`src/rtl/booth_mult_r4_pkg.sv`:
```
// booth_mult_r4_pkg: shared states, digit-select encodings and iteration count for the radix-4 Booth multiplier
package booth_mult_r4_pkg;
  typedef enum logic [1:0] {IDLE = 2'd0, RUN = 2'd1, DONE = 2'd2} state_e;
  typedef enum logic [1:0] {ZERO = 2'd0, PM1 = 2'd1, PM2 = 2'd2} dsel_e;
  typedef struct packed {
    logic  neg;
    dsel_e sel;
  } digit_t;
  function automatic int n_iter(input int w);
    return w / 2 + 1;
  endfunction
  function automatic digit_t recode(input logic [2:0] t);
    digit_t d;
    d.sel = (t == 3'b000 || t == 3'b111) ? ZERO : (t == 3'b011 || t == 3'b100) ? PM2 : PM1;
    d.neg = t[2] & ~&t[1:0];
    return d;
  endfunction
endpackage

```
`src/rtl/booth_r4_step.sv`:
```
// booth_r4_step: one radix-4 Booth iteration, add the recoded multiple of M to A then shift right by two
module booth_r4_step
  import booth_mult_r4_pkg::*;
#(
  parameter int W = 8
) (
  input  logic [2:0]   trip_i,
  input  logic [W+3:0] a_i,
  input  logic [W+1:0] m_i,
  output logic [W+3:0] a_o,
  output logic [1:0]   q_o
);
  digit_t d;
  logic [W+3:0] m_x, km, sum;
  assign d   = recode(trip_i);
  assign m_x = {{2{m_i[W+1]}}, m_i};
  assign km  = d.sel == ZERO ? '0 : d.sel == PM2 ? m_x << 1 : m_x;
  assign sum = a_i + (d.neg ? ~km : km) + {{(W+3){1'b0}}, d.neg};
  // The two bits falling out of A become the new top bits of Q
  assign a_o = {{2{sum[W+3]}}, sum[W+3:2]};
  assign q_o = sum[1:0];
endmodule

```
`src/rtl/booth_mult_r4.sv`:
```
// booth_mult_r4: sequential radix-4 Booth multiplier, signed/unsigned per operation, valid/ready on both sides
module booth_mult_r4
  import booth_mult_r4_pkg::*;
#(
  parameter int W = 8
) (
  input  logic           clk,
  input  logic           rst,
  input  logic           start,
  output logic           in_ready,
  input  logic [W-1:0]   mc,
  input  logic [W-1:0]   mp,
  input  logic           sgn,
  output logic           out_valid,
  input  logic           out_ready,
  output logic [2*W-1:0] prod,
  output logic           busy
);
  localparam int N  = n_iter(W);
  localparam int CW = $clog2(N + 1);
  state_e         state_q, state_d;
  logic [W+3:0]   a_q, a_d, a_s;
  logic [W+1:0]   q_q, q_d, m_q, m_d;
  logic           q1_q, q1_d;
  logic [CW-1:0]  cnt_q, cnt_d;
  logic [2*W-1:0] prod_q, prod_d;
  logic [1:0]     q_s;
  booth_r4_step #(.W(W)) u_step (
    .trip_i({q_q[1:0], q1_q}),
    .a_i   (a_q),
    .m_i   (m_q),
    .a_o   (a_s),
    .q_o   (q_s)
  );
  always_comb begin
    state_d = state_q;
    a_d     = a_q;
    q_d     = q_q;
    q1_d    = q1_q;
    m_d     = m_q;
    cnt_d   = cnt_q;
    prod_d  = prod_q;
    if (state_q == IDLE && start) begin
      state_d = RUN;
      a_d     = '0;
      q_d     = {{2{sgn & mp[W-1]}}, mp};
      q1_d    = 1'b0;
      m_d     = {{2{sgn & mc[W-1]}}, mc};
      cnt_d   = '0;
    end else if (state_q == RUN) begin
      a_d   = a_s;
      q_d   = {q_s, q_q[W+1:2]};
      q1_d  = q_q[1];
      cnt_d = cnt_q + 1'b1;
      if (cnt_q == CW'(N - 1)) begin
        state_d = DONE;
        prod_d  = {a_s[W-3:0], q_s, q_q[W+1:2]};
      end
    end else if (state_q == DONE && out_ready) begin
      state_d = IDLE;
    end
  end
  always_ff @(posedge clk) begin
    if (rst) begin
      state_q <= IDLE;
      a_q     <= '0;
      q_q     <= '0;
      q1_q    <= 1'b0;
      m_q     <= '0;
      cnt_q   <= '0;
      prod_q  <= '0;
    end else begin
      state_q <= state_d;
      a_q     <= a_d;
      q_q     <= q_d;
      q1_q    <= q1_d;
      m_q     <= m_d;
      cnt_q   <= cnt_d;
      prod_q  <= prod_d;
    end
  end
  assign in_ready  = state_q == IDLE;
  assign busy      = state_q == RUN;
  assign out_valid = state_q == DONE;
  assign prod      = prod_q;
endmodule

```
`config.mk`:
```
export PLATFORM = sky130hd
export DESIGN_NAME = booth_mult_r4
export DESIGN_NICKNAME = d
export VERILOG_FILES = /design/src/rtl/booth_mult_r4_pkg.sv /design/src/rtl/booth_r4_step.sv /design/src/rtl/booth_mult_r4.sv
export SDC_FILE = /design/constraint.sdc
export NUM_CORES = 1
export LEC_CHECK = 0
export ABC_CLOCK_PERIOD_IN_PS = 4400
export BUFFER_PORTS_ARGS = -buffer_cell sky130_fd_sc_hd__buf_2
export CAP_MARGIN = 10
export CORE_UTILIZATION = 60
export DETAILED_ROUTE_END_ITERATION = 6
export PLACE_DENSITY = 0.85
export SLEW_MARGIN = 20
export SYNTH_ARGS = -nofsm -noshare
export SYNTH_HDL_FRONTEND = slang
export SYNTH_HIERARCHICAL = 1
export SYNTH_SLANG_ARGS = --single-unit
```
`constraint.sdc`:
```
create_clock -name clk -period 4.4 [get_ports clk]
set_input_delay 1.1 -clock clk [delete_from_list [all_inputs] [get_ports clk]]
set_output_delay 1.1 -clock clk [all_outputs]
set_load 0.03 [all_outputs]
```
---- Word level (Yosys, flattened, before mapping) ----
Index checks and enable logic that the tools add are counted.
storage, ports and cells
  register bits ........................... 51
  input port bits ......................... 21
  output and inout port bits .............. 19
  word-level logic and storage cells ...... 52
cells by class
  add/subtract/negate cells ............... 3
  eq/ne operators ......................... 9
  multiplexer cells ....................... 11
  bitwise operators ....................... 5
  reduce and logical (&&, ||, !) cells .... 16
operator list
  kind                                                    count
  two-way mux 12 bit                                      2
  two-way mux 10 bit                                      2
  adder 12 x 1 -> 12 bit                                  1
  adder 12 bit                                            1
  NOT 12 bit                                              1
  two-way mux 2 bit                                       5
  equality test 3 bit (second input constant)             3
  two-way mux 9 bit                                       1
  AND reduction 2 bit                                     3
  equality test 2 bit (second input constant)             2
  logical NOT 2 bit                                       2
  nonzero test 2 bit                                      2
  adder 3 x 1 -> 3 bit (second input constant)            1
  AND 1 bit                                               3
  equality test 3 x 2 -> 1 bit (second input constant)    1
  logical NOT 3 bit                                       1
  inequality test 3 x 1 -> 1 bit (second input constant)  1
  AND reduction 3 bit                                     1
  nonzero test 3 bit                                      1
  equality test 2 x 1 -> 1 bit (second input constant)    1
  logical AND 1 bit                                       2
  logical OR 1 bit                                        2
  inequality test 2 x 1 -> 1 bit (second input constant)  1
  OR reduction 2 bit                                      1
  other kinds (3)                                         3

---- Depth between registers and ports, before layout ----
  word-level depth ........................ 13
  depth in mapped cells ................... 14

---- Cells and area by module ----
Netlist, hierarchy kept.
modules (own cells, without submodules)
  module         times used  cells an instance  area each (µm²)  seq. area each (µm²)
  booth_mult_r4  1           249                2048.2           1061.0
  booth_r4_step  1           108                790.8            0.0

---- Worst setup path before layout ----
Ideal clock, no wire load.
  kind .................................... register -> register
  from .................................... register q_q[1]
  to ...................................... register a_q[10] (netlist name)
  setup time .............................. 70 ps
  data arrival time ....................... 2766 ps
  data required time ...................... 4330 ps
  setup slack ............................. 1564 ps
  cell stages (with the launch flop) ...... 13
  clock period less this slack ............ 2836 ps
  cell sequence ........................... dfxtp_1 > buf_1 > nand2_1 > o21ai_0 > ha_1 > a21o_1 > a21oi_1 > or3b_1 > o32a_1 > nand3_1 > buf_4 > nand2_1 > a21oi_1
between the ends
  cells in the longest elaborated chain, start to end .. 11
  elaborated cells between the ends (all ways) .. 17
  classes of those cells .................. 2 x add/sub; 4 x eq/ne; 5 x mux; 2 x bitwise; 4 x reduce/logical
ends and longest elaborated chain
  element                                                                     line                     RTL
  start: declaration                                                          booth_mult_r4.sv:23      logic [W+1:0] q_q, q_d, m_q, m_d;
  start signal: assignment                                                    booth_mult_r4.sv:75      q_q <= q_d;
  equality test 3 x 2 -> 1 bit / equality test 3 bit (equally long branches)  booth_mult_r4_pkg.sv:14  d.sel = (t == 3'b000 || t == 3'b111) ? ZERO : (t == 3'b011 || t == 3'b100) ? PM2 : PM1;
  logical OR 1 bit                                                            booth_mult_r4_pkg.sv:14
  two-way mux 2 bit (2 in series)                                             booth_mult_r4_pkg.sv:14
  equality test 2 bit                                                         booth_r4_step.sv:17      assign km = d.sel == ZERO ? '0 : d.sel == PM2 ? m_x << 1 : m_x;
  two-way mux 9 bit                                                           booth_r4_step.sv:17
  two-way mux 12 bit                                                          booth_r4_step.sv:17
  NOT 12 bit                                                                  booth_r4_step.sv:18      assign sum = a_i + (d.neg ? ~km : km) + {{(W+3){1'b0}}, d.neg};
  two-way mux 12 bit                                                          booth_r4_step.sv:18
  adder 12 bit                                                                booth_r4_step.sv:18
  adder 12 x 1 -> 12 bit *                                                    booth_r4_step.sv:18
  named net a_s[9]                                                            booth_mult_r4.sv:22      logic [W+3:0] a_q, a_d, a_s;
The timed path passes the listed nets; every way through them passes the cells marked *.
A chain may end at the register's enable or synchronous reset.

---- Worst setup path after layout ----
  from .................................... register state_q[0]
  to ...................................... output busy
between the ends
  cells in the longest elaborated chain, start to end .. 1
ends and longest elaborated chain
  element                       line                 RTL
  start: declaration            booth_mult_r4.sv:21  state_e state_q, state_d;
  start signal: assignment      booth_mult_r4.sv:73  state_q <= state_d;
  equality test 2 x 1 -> 1 bit  booth_mult_r4.sv:83  assign busy = state_q == RUN;
  end: declaration              booth_mult_r4.sv:17  output logic busy
No other way between the ends.

==> metrics.json <==
{
  "grt": {
    "grt_antenna_before_repair": 0,
    "wire_length_of_the_first_global_routing_pass_um": 10600,
    "grt_start_max_net_pins": 38,
    "globalRouteOverflowTotal": 0,
    "global_route_usage_sum_pct": 26.6,
    "grt_pass1_vias": 2220
  },
  "yosys": {
    "yosys-top-cells-area": "dfxtp_1 37%, nand2_1 12%, a21oi_1 9.5%",
    "synth_top_area_share_pct": 37.4,
    "yosysSeqAreaShare_pct": 37.4,
    "synth.avg_cell_area_um2": 7.95,
    "post_synth_num_cell_types": 48,
    "netlist.top_cell.by_area": "dfxtp_1",
    "synth-main-ff-cell": "dfxtp_1",
    "post_synth_instance_area_um2": 2840,
    "cells_after_synth": 357,
    "synth_enable_flop_cells": 0,
    "ys_seq_elements": 53,
    "mappedNetlistNets": 391,
    "share_of_synthesized_flip_flops_with_an_asynchronous_set_or_reset_pct": 0,
    "ys.warnings.count": 6
  },
  "drt": {
    "drtPass1Iterations": 7,
    "wl_met2_um": 2910,
    "via_per_inst": 5.80,
    "wl_per_cell_um": 14.4,
    "num_vias": 2530,
    "detail_route.wirelength.met1_um": 2930,
    "initial_drc_count": 180,
    "ant_nets": 0,
    "drc": 0,
    "routed-wl-met3_um": 355,
    "totalWireLength_um": 6280,
    "top_layer": "met4"
  },
  "die": {
    "number_of_top_level_pins": 40,
    "die-area_um2": 5010,
    "fp.dieW_um": 70.8,
    "rows": 24,
    "initial_standard_cell_utilization_of_the_core_pct": 63.9,
    "core_um2": 4440,
    "die_height_um": 70.8
  },
  "clock_network": {
    "cts_resized": 0,
    "cts_hold_buf": 0,
    "cts_max_level": 2,
    "post_cts_buffers": 0,
    "insertion_delay_ns": 0.31,
    "clockBufferDepth": 2,
    "cts.clk_slew.worst_paths_ns": 0.10,
    "cts_tree": "built",
    "cts.sink_count": 53,
    "clk_tree_root_cell": "clkbuf_8",
    "cts_inserted_buffers": 5
  },
  "run_status": {
    "run_status": "finished, final reports clean"
  },
  "sta": {
    "tightest_slew_ns": 0.738,
    "timing.final.crit_period_ns": 3.46,
    "maxSlewViolCount": 0,
    "setup_failing_eps_final": 0,
    "hold_viol": 0,
    "fmax_mhz": 289,
    "post-route-period-util_pct": 78.6,
    "final_worst_hold_slack_ns": 0.458,
    "slew_headroom_pct": 50.8,
    "fin_skew_ns": 0.0116,
    "rsz0062_at_grt": "no",
    "timing.setup.tns_ns": 0
  },
  "worst_setup_path": {
    "crit_path_required_time_ns": 3.30,
    "cp_slowest_stage_delay_ns": 0.66,
    "path_cells": "nand2b_1, inv_1, buf_2",
    "critical_path_arrival_ns": 2.36,
    "slowest_stage": "inv_1",
    "cp-end-kind": "primary output",
    "timing.critical_path.from_type": "register",
    "criticalPathCategory": "register to primary output",
    "critical_path.max_fanout": 21
  },
  "final_layout": {
    "layout_commonest_cell": "nand2_1",
    "num_antenna_cells": 0,
    "final_nets": 417,
    "mostFrequentLayoutCells": "88 x nand2_1, 54 x a21oi_1, 53 x dfxtp_1, 39 x buf_2, 25 x nor2_1",
    "area_growth_pct": 7.49,
    "post_route_cells_drive_above_1_share_pct": 14.3
  },
  "placement": {
    "gpl.final_weighted_congestion": 0.876,
    "buffer_ports.inserted": 39,
    "dpl.hpwl_um": 4570
  },
  "pwr": {
    "leakage_power_uw": 0.00130,
    "peakVddDrop_mv": 0.209,
    "power_per_cell_area_nw_per_um2": 333
  },
  "worst_hold_path": {
    "min_path_type": "register to register"
  },
  "flow_run": {
    "maxCapViolCount": 0
  }
}
-- power by group --
group | internal [uW] | switching, uW
clock network | 114 | 162
registers | 501 | 27.4
logic | 83.3 | 127
total | 698 | 317
-- area by class of cell --
cell class	instances	area (um^2)
Inverter	10	37.5
Sequential cell	53	1060
Timing Repair Buffer	39	195
Clock buffer	6	72.6
Multi-Input combinational cell	274	1610
Fill cell	372	1390
Clock inverter	2	13.8
Tap cell	52	65.1
-- kinds of logic (layout without fill, tap and decap cells) --
kind of cell	Yosys count	in the layout	synth area share, %
DFF	53	53	37.4
and+or+nand+nor	134	134	20.6
xor gates and xnor gates	23	23	7.10
buffers and inverters	30	57	6.04
AOI/OAI and AO/OA	104	104	22.9
adders and majority gates	13	13	5.99
-- flip-flops by register name (all words and copies together), names as in the netlist --
register,cells
q1_q,1
prod,16
m_q,9
q_q,10
cnt_q,3
state_q,2
a_q,12
-- metrics by stage --
| stage | utilization (%) | instances | total power, uW | cell area, um^2 | setup slack [ns] |
|---|---|---|---|---|---|
| 2_1_floorplan | - | 357 | 708 | 2840 | 1.56 |
| 3_3_place_gp | 66.7 | 428 | 739 | 2970 | 1.34 |
| 3_5_place_dp | 66.7 | 428 | 745 | 2970 | 1.27 |
| 4_1_cts | 68.7 | 436 | 1010 | 3050 | 0.920 |
| 5_1_grt | 68.7 | 436 | 1060 | 3050 | 0.714 |
| 6_report | 68.7 | 436 | 1020 | 3050 | 0.942 |
-- cells in the mapped netlist, types with 2 or more instances --
| library cell | number |
|---|---|
| o21ai_1 | 5 |
| a21o_1 | 5 |
| xnor2_1 | 10 |
| dfxtp_1 | 53 |
| a22oi_1 | 8 |
| buf_6 | 2 |
| xor2_1 | 13 |
| buf_4 | 7 |
| inv_1 | 9 |
| a211oi_1 | 10 |
| buf_2 | 4 |
| a21oi_1 | 54 |
| or3b_1 | 2 |
| nor2_1 | 25 |
| o21ai_0 | 5 |
| o22ai_1 | 5 |
| o21a_1 | 2 |
| ha_1 | 12 |
| nand3_1 | 4 |
| nand2_1 | 88 |
| nand2b_1 | 4 |
| clkbuf_1 | 4 |
-- layer usage --
| layer | vias up | track usage, % |
|---|---|---|
| met2 | 98 | 43.6 |
| met3 | 11 | 3.70 |
| met5 | - | 0 |
| li1 | 1270 | - |
| met4 | 0 | 7.11 |
| met1 | 1151 | 37.0 |
-- worst max-delay path: cells and delay by family, from the launching register on --
kind | cells | cell delay, ns
and+or+nand+nor | 1 | 0.50
buffers and inverters | 2 | 0.97
DFF | 1 | 0.58
-- path summary, 6_finish.rpt --
kind | from | end | slack, ns | cells after the start
worst max register to register | q_q[1]$_SDFFE_PP0P_ | a_q[10]$_SDFFE_PP0P_ | 1.25 | 11
worst min register to register | prod[7]$_SDFFE_PP0P_ | prod[7]$_SDFFE_PP0P_ | 0.46 | 2
worst min-delay path | prod[7]$_SDFFE_PP0P_ | prod[7]$_SDFFE_PP0P_ | 0.46 | 2
worst max-delay path | state_q[0]$_SDFFE_PP0P_ | busy | 0.94 | 3
No activity file was read; power rests on OpenSTA's default activity.
